[src/rtl/exception_unit.sv]
// Commit-point exception collector: picks the highest-priority interrupt, exception
// or eret from the two committing slots and drives CP0, flush and fetch redirect.
module exception_unit #(
  parameter logic [31:0] EXC_VECTOR   = 32'hBFC0_0380,
  parameter int          FLUSH_CYCLES = 3
) (
  input  logic             clk,
  input  logic             reset,
  input  logic [1:0]       slot_valid,
  input  logic [1:0][31:0] slot_pc,
  input  logic [1:0]       slot_in_ds,
  input  logic [1:0]       slot_adel_if,
  input  logic [1:0]       slot_ri,
  input  logic [1:0]       slot_ov,
  input  logic [1:0]       slot_sys,
  input  logic [1:0]       slot_bp,
  input  logic [1:0]       slot_adel_d,
  input  logic [1:0]       slot_ades_d,
  input  logic [1:0][31:0] slot_vaddr,
  input  logic [1:0]       slot_eret,
  input  logic [5:0]       ext_int,
  input  logic             status_ie,
  input  logic             status_exl,
  input  logic [7:0]       status_im,
  input  logic [1:0]       cause_ip_sw,
  input  logic             cause_ti,
  input  logic [31:0]      epc_in,
  output logic             exception_en,
  output logic [4:0]       exc_code,
  output logic [31:0]      exc_epc,
  output logic [31:0]      exc_badvaddr,
  output logic             exc_bd,
  output logic             eret_out,
  output logic [5:0]       ip_hw,
  output logic             flush,
  output logic             redirect_valid,
  output logic [31:0]      redirect_pc
);

  localparam int CW = (FLUSH_CYCLES > 1) ? $clog2(FLUSH_CYCLES) : 1;

  localparam logic [4:0] EC_INT  = 5'd0;
  localparam logic [4:0] EC_ADEL = 5'd4;
  localparam logic [4:0] EC_ADES = 5'd5;
  localparam logic [4:0] EC_SYS  = 5'd8;
  localparam logic [4:0] EC_BP   = 5'd9;
  localparam logic [4:0] EC_RI   = 5'd10;
  localparam logic [4:0] EC_OV   = 5'd12;

  typedef enum logic {IDLE, HOLD} state_t;

  state_t        state_q, state_d;
  logic [CW-1:0] cnt_q, cnt_d;
  logic [5:0]    sync1;
  logic          int_req;

  logic [1:0]       hit;
  logic [1:0][4:0]  code;
  logic [1:0][31:0] badv;
  logic [1:0][31:0] epc_calc;

  logic        sel_exc, sel_eret;
  logic [4:0]  sel_code;
  logic [31:0] sel_epc, sel_bad;
  logic        sel_bd;

  logic        exc_en_d, eret_d, flush_d, rv_d, bd_d;
  logic [4:0]  code_d;
  logic [31:0] epc_d, bad_d, rpc_d;

  assign int_req = status_ie & ~status_exl &
                   (|(status_im & {ip_hw[5] | cause_ti, ip_hw[4:0], cause_ip_sw}));

  always_ff @(posedge clk or posedge reset) begin
    if (reset) begin
      sync1 <= '0;
      ip_hw <= '0;
    end else begin
      sync1 <= ext_int;
      ip_hw <= sync1;
    end
  end

  // Per-slot decode; an invalid slot never produces a hit.
  always_comb begin
    for (int i = 0; i < 2; i++) begin
      hit[i]      = slot_valid[i] & (slot_adel_if[i] | slot_ri[i] | slot_ov[i] | slot_sys[i] |
                                     slot_bp[i] | slot_adel_d[i] | slot_ades_d[i]);
      code[i]     = EC_ADES;
      badv[i]     = '0;
      epc_calc[i] = slot_in_ds[i] ? slot_pc[i] - 32'd4 : slot_pc[i];
      if (slot_adel_if[i]) begin
        code[i] = EC_ADEL;
        badv[i] = slot_pc[i];
      end else if (slot_ri[i]) begin
        code[i] = EC_RI;
      end else if (slot_ov[i]) begin
        code[i] = EC_OV;
      end else if (slot_sys[i]) begin
        code[i] = EC_SYS;
      end else if (slot_bp[i]) begin
        code[i] = EC_BP;
      end else if (slot_adel_d[i]) begin
        code[i] = EC_ADEL;
        badv[i] = slot_vaddr[i];
      end else begin
        code[i] = EC_ADES;
        badv[i] = slot_vaddr[i];
      end
    end
  end

  // Global arbitration: interrupt on slot 0, then slot 0, then slot 1 unless slot 0 erets.
  always_comb begin
    sel_exc  = 1'b0;
    sel_eret = 1'b0;
    sel_code = '0;
    sel_epc  = '0;
    sel_bad  = '0;
    sel_bd   = 1'b0;
    if (int_req && slot_valid[0]) begin
      sel_exc  = 1'b1;
      sel_code = EC_INT;
      sel_epc  = epc_calc[0];
      sel_bd   = slot_in_ds[0];
    end else if (hit[0]) begin
      sel_exc  = 1'b1;
      sel_code = code[0];
      sel_epc  = epc_calc[0];
      sel_bad  = badv[0];
      sel_bd   = slot_in_ds[0];
    end else if (hit[1] && !(slot_valid[0] && slot_eret[0])) begin
      sel_exc  = 1'b1;
      sel_code = code[1];
      sel_epc  = epc_calc[1];
      sel_bad  = badv[1];
      sel_bd   = slot_in_ds[1];
    end else if (slot_valid[0] && slot_eret[0]) begin
      sel_eret = 1'b1;
    end
  end

  always_comb begin
    state_d  = state_q;
    cnt_d    = cnt_q;
    exc_en_d = 1'b0;
    eret_d   = 1'b0;
    rv_d     = 1'b0;
    flush_d  = 1'b0;
    code_d   = exc_code;
    epc_d    = exc_epc;
    bad_d    = exc_badvaddr;
    bd_d     = exc_bd;
    rpc_d    = redirect_pc;
    case (state_q)
      IDLE: begin
        if (sel_exc || sel_eret) begin
          flush_d = 1'b1;
          rv_d    = 1'b1;
          if (sel_exc) begin
            exc_en_d = 1'b1;
            rpc_d    = EXC_VECTOR;
            code_d   = sel_code;
            epc_d    = sel_epc;
            bad_d    = sel_bad;
            bd_d     = sel_bd;
          end else begin
            eret_d = 1'b1;
            rpc_d  = epc_in;
          end
          if (FLUSH_CYCLES > 1) begin
            state_d = HOLD;
            cnt_d   = CW'(FLUSH_CYCLES - 1);
          end
        end
      end
      HOLD: begin
        // The registered flush also covers the cycle after HOLD exits.
        flush_d = 1'b1;
        if (cnt_q == CW'(1)) state_d = IDLE;
        else                 cnt_d   = cnt_q - CW'(1);
      end
      default: state_d = IDLE;
    endcase
  end

  always_ff @(posedge clk or posedge reset) begin
    if (reset) begin
      state_q        <= IDLE;
      cnt_q          <= '0;
      exception_en   <= 1'b0;
      eret_out       <= 1'b0;
      redirect_valid <= 1'b0;
      flush          <= 1'b0;
      exc_code       <= '0;
      exc_epc        <= '0;
      exc_badvaddr   <= '0;
      exc_bd         <= 1'b0;
      redirect_pc    <= '0;
    end else begin
      state_q        <= state_d;
      cnt_q          <= cnt_d;
      exception_en   <= exc_en_d;
      eret_out       <= eret_d;
      redirect_valid <= rv_d;
      flush          <= flush_d;
      exc_code       <= code_d;
      exc_epc        <= epc_d;
      exc_badvaddr   <= bad_d;
      exc_bd         <= bd_d;
      redirect_pc    <= rpc_d;
    end
  end

endmodule

[config.mk]
export PLATFORM = sky130hd
export DESIGN_NAME = exception_unit
export DESIGN_NICKNAME = d
export VERILOG_FILES = /design/src/rtl/exception_unit.sv
export SDC_FILE = /design/constraint.sdc
export NUM_CORES = 1
export LEC_CHECK = 0
export BUFFER_PORTS_ARGS = -buffer_cell sky130_fd_sc_hd__buf_2
export CORE_MARGIN = 2
export CORE_UTILIZATION = 40
export DETAILED_ROUTE_END_ITERATION = 7
export GPL_ROUTABILITY_DRIVEN = 1
export PLACE_DENSITY_LB_ADDON = 0.12
export SLEW_MARGIN = 20
export SYNTH_ARGS = -nofsm -noshare
export SYNTH_HDL_FRONTEND = slang
export SYNTH_SLANG_ARGS = --single-unit
[constraint.sdc]
create_clock -name clk -period 3.7 [get_ports clk]
set_input_delay 0.185 -clock clk [delete_from_list [all_inputs] [get_ports clk]]
set_output_delay 0.185 -clock clk [all_outputs]
set_load 0.01 [all_outputs]
==> results of run 1 <==
## cell families after synthesis
group / after synthesis / synth area share
mux: 30 / 0.04438
fa+ha+maj: 3 / 0.005548
simple gates: 234 / 0.1779
buf+inv: 62 / 0.03939
compound gates: 192 / 0.2173
other cells: 1 / 0.0005542
flops: 120 / 0.4438
xor+xnor: 55 / 0.07119
## cells in the mapped netlist, types with 4 or more instances
master    instances
or4_1             6
or3_1             4
buf_2            14
mux2i_1          30
a22o_1           50
nand3_1          26
inv_1            11
dfrtp_1         120
a21oi_1           7
a22oi_1          41
o22ai_1          36
xor2_1           30
nor2_1           62
nand2_1          59
nor4_1           16
nor3_1           22
nand4_1           4
nand2b_1          4
nor2b_1           4
clkbuf_1         30
xnor2_1          25
buf_4             4
o21ai_0          16
a221oi_1         19
## metal layers
layer  up-vias  routed length (um)  global-route usage
met2       319               11970              0.4413
met4         0                 684             0.09649
met1      3384               11240              0.3964
li1       3278                   -                   -
met3        45                2129             0.07974
met5         -                   0                   0
## timing repair
item,in CTS,in global routing
hold endpoints to repair,94,0
hold buffers,38,0
endpoints found under the setup margin,0,0
## layout by cell type (no fill, tap or decap), types with 26 or more instances in the layout
| cell type | synthesis | layout |
|---|---|---|
| xor2_1 | 30 | 30 |
| a22o_1 | 50 | 50 |
| nand3_1 | 26 | 26 |
| mux2i_1 | 30 | 30 |
| buf_2 | 14 | 310 |
| dfrtp_1 | 120 | 120 |
| o22ai_1 | 36 | 36 |
| nand2_1 | 59 | 59 |
| a22oi_1 | 41 | 41 |
| nor2_1 | 62 | 62 |
| dlygate4sd3_1 | 0 | 38 |
## flip-flops by register name, summed over array words and instances, names as in the netlist, 2 cells and up
name          count
cnt_q             2
exc_badvaddr     32
exc_code          4
exc_epc          32
ip_hw             6
redirect_pc      32
sync1             6
## area by class of cell
class / instances / area share
diodes: 3 / 0.0007933
flip-flops and latches: 120 / 0.3173
well taps: 220 / 0.02909
inverters: 12 / 0.005024
multi-input cells: 515 / 0.3708
repair buffers: 360 / 0.2150
clock inverters: 13 / 0.01560
clock buffers: 18 / 0.04641
## worst paths after layout
| path | start | end | cells after the start |
|---|---|---|---|
| min reg2reg | sync1[5]$_DFF_PP0_ | ip_hw[5]$_DFF_PP0_ | 0 |
| max in group asynchronous | reset | exc_badvaddr[3]$_DFFE_PP0P_ | 4 |
| min | epc_in[31] | redirect_pc[31]$_DFFE_PP0P_ | 2 |
| max reg2reg | ip_hw[3]$_DFF_PP0_ | exc_epc[23]$_DFFE_PP0P_ | 8 |
| min in group asynchronous | reset | redirect_pc[31]$_DFFE_PP0P_ | 3 |
| max | ip_hw[3]$_DFF_PP0_ | exc_epc[23]$_DFFE_PP0P_ | 8 |
## through the flow
step	instances	utilization	setup slack [ns]
after floorplan	697	-	0.3292
after global placement	1189	0.5118	1.024
after detailed placement	1189	0.5118	1.003
after CTS	1258	0.5702	1.180
after global routing	1260	0.5705	1.013
final	1261	0.5706	1.224
## power groups by stage
stage | Combinational (mW) | Sequential [mW] | Clock, mW
after floorplan | 0.860 | 2.25 | 0
after global placement | 1.93 | 2.04 | 0
after detailed placement | 1.94 | 2.05 | 0
after CTS | 1.98 | 2.03 | 1.66
after global routing | 2.16 | 2.09 | 1.74
final | 1.97 | 2.03 | 1.63
==> results, run 1 <==
- Yosys printed 0 warnings.
- Relative to the synthesized area, the layout overhead comes to 39.85%.
- The number of register bits inferred by synthesis is 120.
- For this run, design rule violations remaining after detail routing come to 0.
- The die covers 17,970 um2.
- The first detailed-routing pass took 5 iterations.
- The final clock period utilization by the worst path is 0.6691.
- The horizontal die dimension is 134.1 um.
- The initial core utilization is 0.4080.
- After layout, the design draws a total of 5.637 mW.
- In this run the tool buffered the top-level ports with 310 buffer cells.
- The sequential cells in the finished layout cover a total of 3003 um2.
- The number of nets produced by synthesis is 901.
- For this design the top-level I/O count stands at 313.
- Entering global routing, the biggest net connects 64 pins.
- On the critical path the largest part of the delay comes from compound AO/OA/AOI/OAI gates.
- The number of design-rule violations left by the first detailed-router iteration is 753.
- After synthesis, the mean cell area works out to 9.708 um2.
- The global-route wire length before repair is 39,190 um.
- The final sum of negative setup slack is 0 ns.
- The clock period minus final worst setup slack is 2.476 ns.
- The area of the core is 16,580 um2.
- The cell chosen for the clock root is clkbuf_16.
- The fraction of registers with async set or reset after synthesis is 1.000.
- The CTS tree is done.
- The register-to-register setup slack is 1.22 ns.
- The fmax is 403.9 MHz.
- The commonest register cell after synthesis is dfrtp_1.
- The fraction of power consumed by sequential logic is 0.361.
- The number of setup buffers added after CTS is 0.
- Of the total power, the clock network draws 0.290.
- The share of synthesized area in the top cell type comes to 0.4438.
- Once detailed placement completed, the half-perimeter wirelength came to 19,270 um.
- In this run the cell area measured after placement is 8488 um2.
- The filler cells instantiated in the layout total 1,550.
- Routability-driven placement finished with a final weighted congestion of 0.9806.
- The run finished with clean final reports.
- The clock tree synthesis step divided the H-tree into 4 levels.
- Wires add up to 26,030 um.
- Yosys mapped a number of flops with a built-in enable equal to 0.
- The area taken by multi-input logic gates is 3508 um2.
- The total congestion overflow is 0.
- The via count is 7,026.
- Traced cell by cell, the critical path runs through a222oi_1 -> or2_2 -> nand3_4 -> o21ai_4 -> buf_4 -> inv_2 -> o22ai_1 -> a21oi_1.
- The worst setup path is captured at a flip-flop.
- IR analysis of the VDD net gives a maximum drop of 386.1 uV.
- The via count of the first global-routing pass was 6,841.
- The clock transition at the registers of the reported paths is 0.06 ns.
- The final max-slew violation count was 0.
- The clock sink total is 120.
- The tightest hold margin is 0.02302 ns.
- The average wire per cell in the routed design is 20.64 um.
- The slew of the pin with the lowest slew margin is 0.8837 ns.
- Power spread over the standard cell area amounts to 595.7 nW/um2.
- The required time reported for the critical path endpoint is 3.96 ns.
- Together, buffers and inverters on the worst path number 2.
- The number of buffers created by CTS is 17.
- The clock passes through at most 2 buffers.
- The initial antenna violation count is 2.
- The proportion of layout cells with a drive suffix above 1 is 0.3593.
- The switching part of the total is 0.3582.
- The final-report hold violation count is 0.
- Clock latency on the worst-skew pair, taken at its later pin, is 0.42 ns.
- The relative max-transition margin is 0.4087.
- Counting distinct cell types in the post-synthesis netlist gives 63.
- The cell area that synthesis handed to floorplanning was 6766 um2.
- Along the worst path, the maximum fanout reaches 34.
- Using the TritonRoute via totals, the vias-per-cell ratio works out to 5.572.
- In the post-synthesis netlist, the biggest area contributors are dfrtp_1, a22o_1, a22oi_1.
- The class of the tightest hold or removal check is in -> reg.
- The count of nets after finishing is 1,230.
- The nature of the critical path startpoint is a flip-flop.
- The worst setup skew after layout is 0.009127 ns.
- In this run the core area contains 47 standard-cell rows.
- dfrtp_1 takes more of the synthesized area than any other cell.
- The number of setup violations in the final report is 0.
- The number of nets with antenna violations after detailed routing is 0.
- The fraction of the yosys area taken by sequential cells is 0.4438.
- The switching power summed over all nets is 2.019 mW.
- For this run, the total global-route usage over all layers was measured as 0.2885.
- The arrival time at the worst endpoint is 2.74 ns.
- Synthesis produced a netlist whose cell count is 697.
- After routing the design area is 9463 um2.
- The static leakage is 4.548 nW.
- The die is 134.1 um tall.
- The library cell contributing the largest single delay on the critical path is a222oi_1.
- The largest single stage delay on the critical path is 0.50 ns.
- Setup repair after global routing left no endpoint under its margin.
- After clock tree synthesis, the repair step resized 0 gates.
- The tool flagged a number of max-cap violations equal to 0.
- The critical path in this run is classified as reg -> reg.
- The internal power of the cells is 3.618 mW.
- The share of total power dissipated in combinational logic is 0.350.
Power figures use the tool's default switching activity.
==> run 2, diff against run 1 <==
Clock period 3.7 ns to 2.2 ns, I/O delays scaled along.
==> results, run 2 (synthesized netlist as in run 1, its figures left out) <==
- The run finished with clean final reports.
- The worst min-delay path endpoint is flush$_DFF_PP0_.
- The relative area change from synthesis to final layout is 47.87%.
- The CTS tree is done.
- The initial core utilization is 0.4080.
- In the global route stage, overall resource usage came out at 0.2921.
- The routability-driven placement congestion ratio is 0.9830.
- The final worst-path setup slack is 0.1232 ns.
- In this run the deepest clock path goes through 2 buffers.
- The floorplan step set the die width to 134.1 um.
- The cell count of the worst reg-to-reg path is 8.
- The DRC violation count after routing is 0.
- The depth of the CTS H-tree is 4.
- Across all layers, the routed design uses 7,217 vias.
- The required time reported for the critical path endpoint is 2.48 ns.
- The worst register-to-register path ends at exc_epc[15]$_DFFE_PP0P_.
- The total length of routed wires is 26,060 um.
- The number of design-rule violations left by the first detailed-router iteration is 576.
- The number of top-level pins is 313.
- The leading cell type in the layout, fill and taps excluded is buf_2.
- The slew of the pin with the lowest slew margin is 0.6188 ns.
- After legalization and detailed placement, the total HPWL measured 19,890 um.
- The fmax is 481.5 MHz.
- Buffers placed on the I/O ports in this run total 310.
- Before antenna repair, the detailed router went through 5 iterations.
- The proportion of layout cells with a drive suffix above 1 is 0.3868.
- Dividing the detail-routed wire length by the instance count gives 19.81 um.
- The worst setup skew after layout is 0.006653 ns.
- The routed design could run at a clock period as short as 2.077 ns.
- The number of setup violations in the final report is 0.
- Dividing the detail-routed via count by the number of cells gives 5.488.
- The final max-slew violation count is 0.
- The clock transition at the registers of the reported paths is 0.06 ns.
- The total power divided by cell area is 990.0 nW/um2.
- IR analysis of the VDD net gives a maximum drop of 595.7 uV.
- The nature of the critical path startpoint is a flip-flop.
- The class of the tightest hold or removal check is in -> reg.
- The via count of the first global-routing pass is 7,016.
- The type of destination of the critical path is a flip-flop.
- The placement row count is 47.
- Counting instances, the worst hold path has a depth of 3.
- Max-cap violations in this run came to 0.
- The number of nets with antenna violations after detailed routing is 0.
- The setup check on the worst reg-to-reg path leaves a slack of 0.12 ns.
- Clock latency on the worst-skew pair, taken at its later pin, is 0.42 ns.
- The final-report hold violation count was 0.
- The maximum fanout count along the critical path is 23.
- Global routing finished with a remaining overflow of 0.
- The worst slack after detailed placement is -0.03265 ns.
- The design draws 9.906 mW.
- In the final layout, the registers with the most flip-flops are exc_badvaddr: 32 flops, exc_epc: 32 flops, redirect_pc: 32 flops.
- Of the available clock period, the critical path in the final layout requires 0.9440.
- The global-route wire length before repair is 39,900 um.
- Leaving out fill and tap cells, the most frequent cells in the layout are buf_2, dfrtp_1, nor2_1.
- The die span in y is 134.1 um.
- Entering global routing, the biggest net connects 56 pins.
- In this run the standard cell core region covers 16,580 um2.
- The worst hold path begins at slot_eret[0].
- The worst reg2reg path startpoint is ip_hw[0]$_DFF_PP0_.
- The relative max-transition margin is 0.5874.
- For this run, the slowest stage of the critical path takes 0.42 ns.
- The floorplan step defined a die boundary enclosing 17,970 um2.
- STA puts the critical path data arrival time at 2.36 ns.
- The static leakage is 4.847 nW.
- The tightest hold margin is 0.04058 ns.
- The cell chosen for the clock root is clkbuf_16.
- Setup repair after global routing could not meet its margin everywhere.
- The count of nets after finishing is 1,282.
- The worst setup path is of the reg -> reg kind.
- The library cell contributing the largest single delay on the critical path is a221oi_1.
- The initial antenna violation count is 5.
- The critical path goes through a22oi_1 -> and4_1 -> a21oi_2 -> buf_4 -> nor2_4 -> buf_12 -> a221oi_1 -> nor2_1.
- The number of buffers created by CTS is 17.
- The clock net in this run drives a total of 120 sinks.
-- run 2: how the worst max path moves through the flow --
stage,from,endpoint,slack [ns]
detailed placement,slot_pc[13],exc_epc[31]$_DFFE_PP0P_,-0.03
floorplan,slot_adel_if[0],exc_epc[23]$_DFFE_PP0P_,0.13
global route,ip_hw[3]$_DFF_PP0_,exc_epc[1]$_DFFE_PP0P_,-0.005
global placement,slot_pc[13],exc_epc[31]$_DFFE_PP0P_,0.006
finish,ip_hw[0]$_DFF_PP0_,exc_epc[15]$_DFFE_PP0P_,0.12
CTS,ip_hw[0]$_DFF_PP0_,exc_badvaddr[8]$_DFFE_PP0P_,0.02
-- run 2: area by class of cell --
class | instances | area [um2]
inverter | 12 | 53.80
multi-input combinational | 515 | 3518
clock buffer | 20 | 446.7
sequential | 120 | 3003
timing repair buffer | 412 | 2524
clock inverter | 12 | 175.2
fill | 1535 | 6578
antenna | 4 | 10.01
tap | 220 | 275.3
-- run 2: layer usage --
metal | GRT usage | share of wire | routed length [um] | up-vias
li1 | - | - | - | 3391
met3 | 0.07672 | 0.078 | 2033 | 60
met4 | 0.1193 | 0.035 | 918 | 2
met1 | 0.3915 | 0.42 | 11020 | 3468
met2 | 0.4516 | 0.46 | 12060 | 296
met5 | 0 | 0.00077 | 20 | -
-- run 2: through the flow --
stage,cell area (um2),utilization,setup TNS (ns),instances
floorplan,6770,-,0,697
global placement,8892,0.5362,0,1231
detailed placement,8892,0.5362,-0.2494,1231
CTS,9925,0.5985,0,1304
global route,10010,0.6034,-0.005241,1315
finish,10010,0.6034,0,1315
-- run 2: power by group --
group          internal [mW]  switching (mW)  total [mW]
clock network           1.92            1.02        2.94
registers               3.00           0.418        3.41
logic                   1.59            1.97        3.56
-- run 2: repair_timing --
item,in CTS,in global routing
endpoints found under the setup margin,0,39
hold buffers,41,0
hold endpoints to repair,58,0
setup buffers,0,7
resized for setup,0,7
-- run 2: worst max-delay path: cells and delay by family, from the launching register on --
family	cells	cell delay, ns
buffers and inverters	2	0.34
and+or+nand+nor	3	0.37
AOI/OAI and AO/OA	3	0.87
DFF	1	0.36
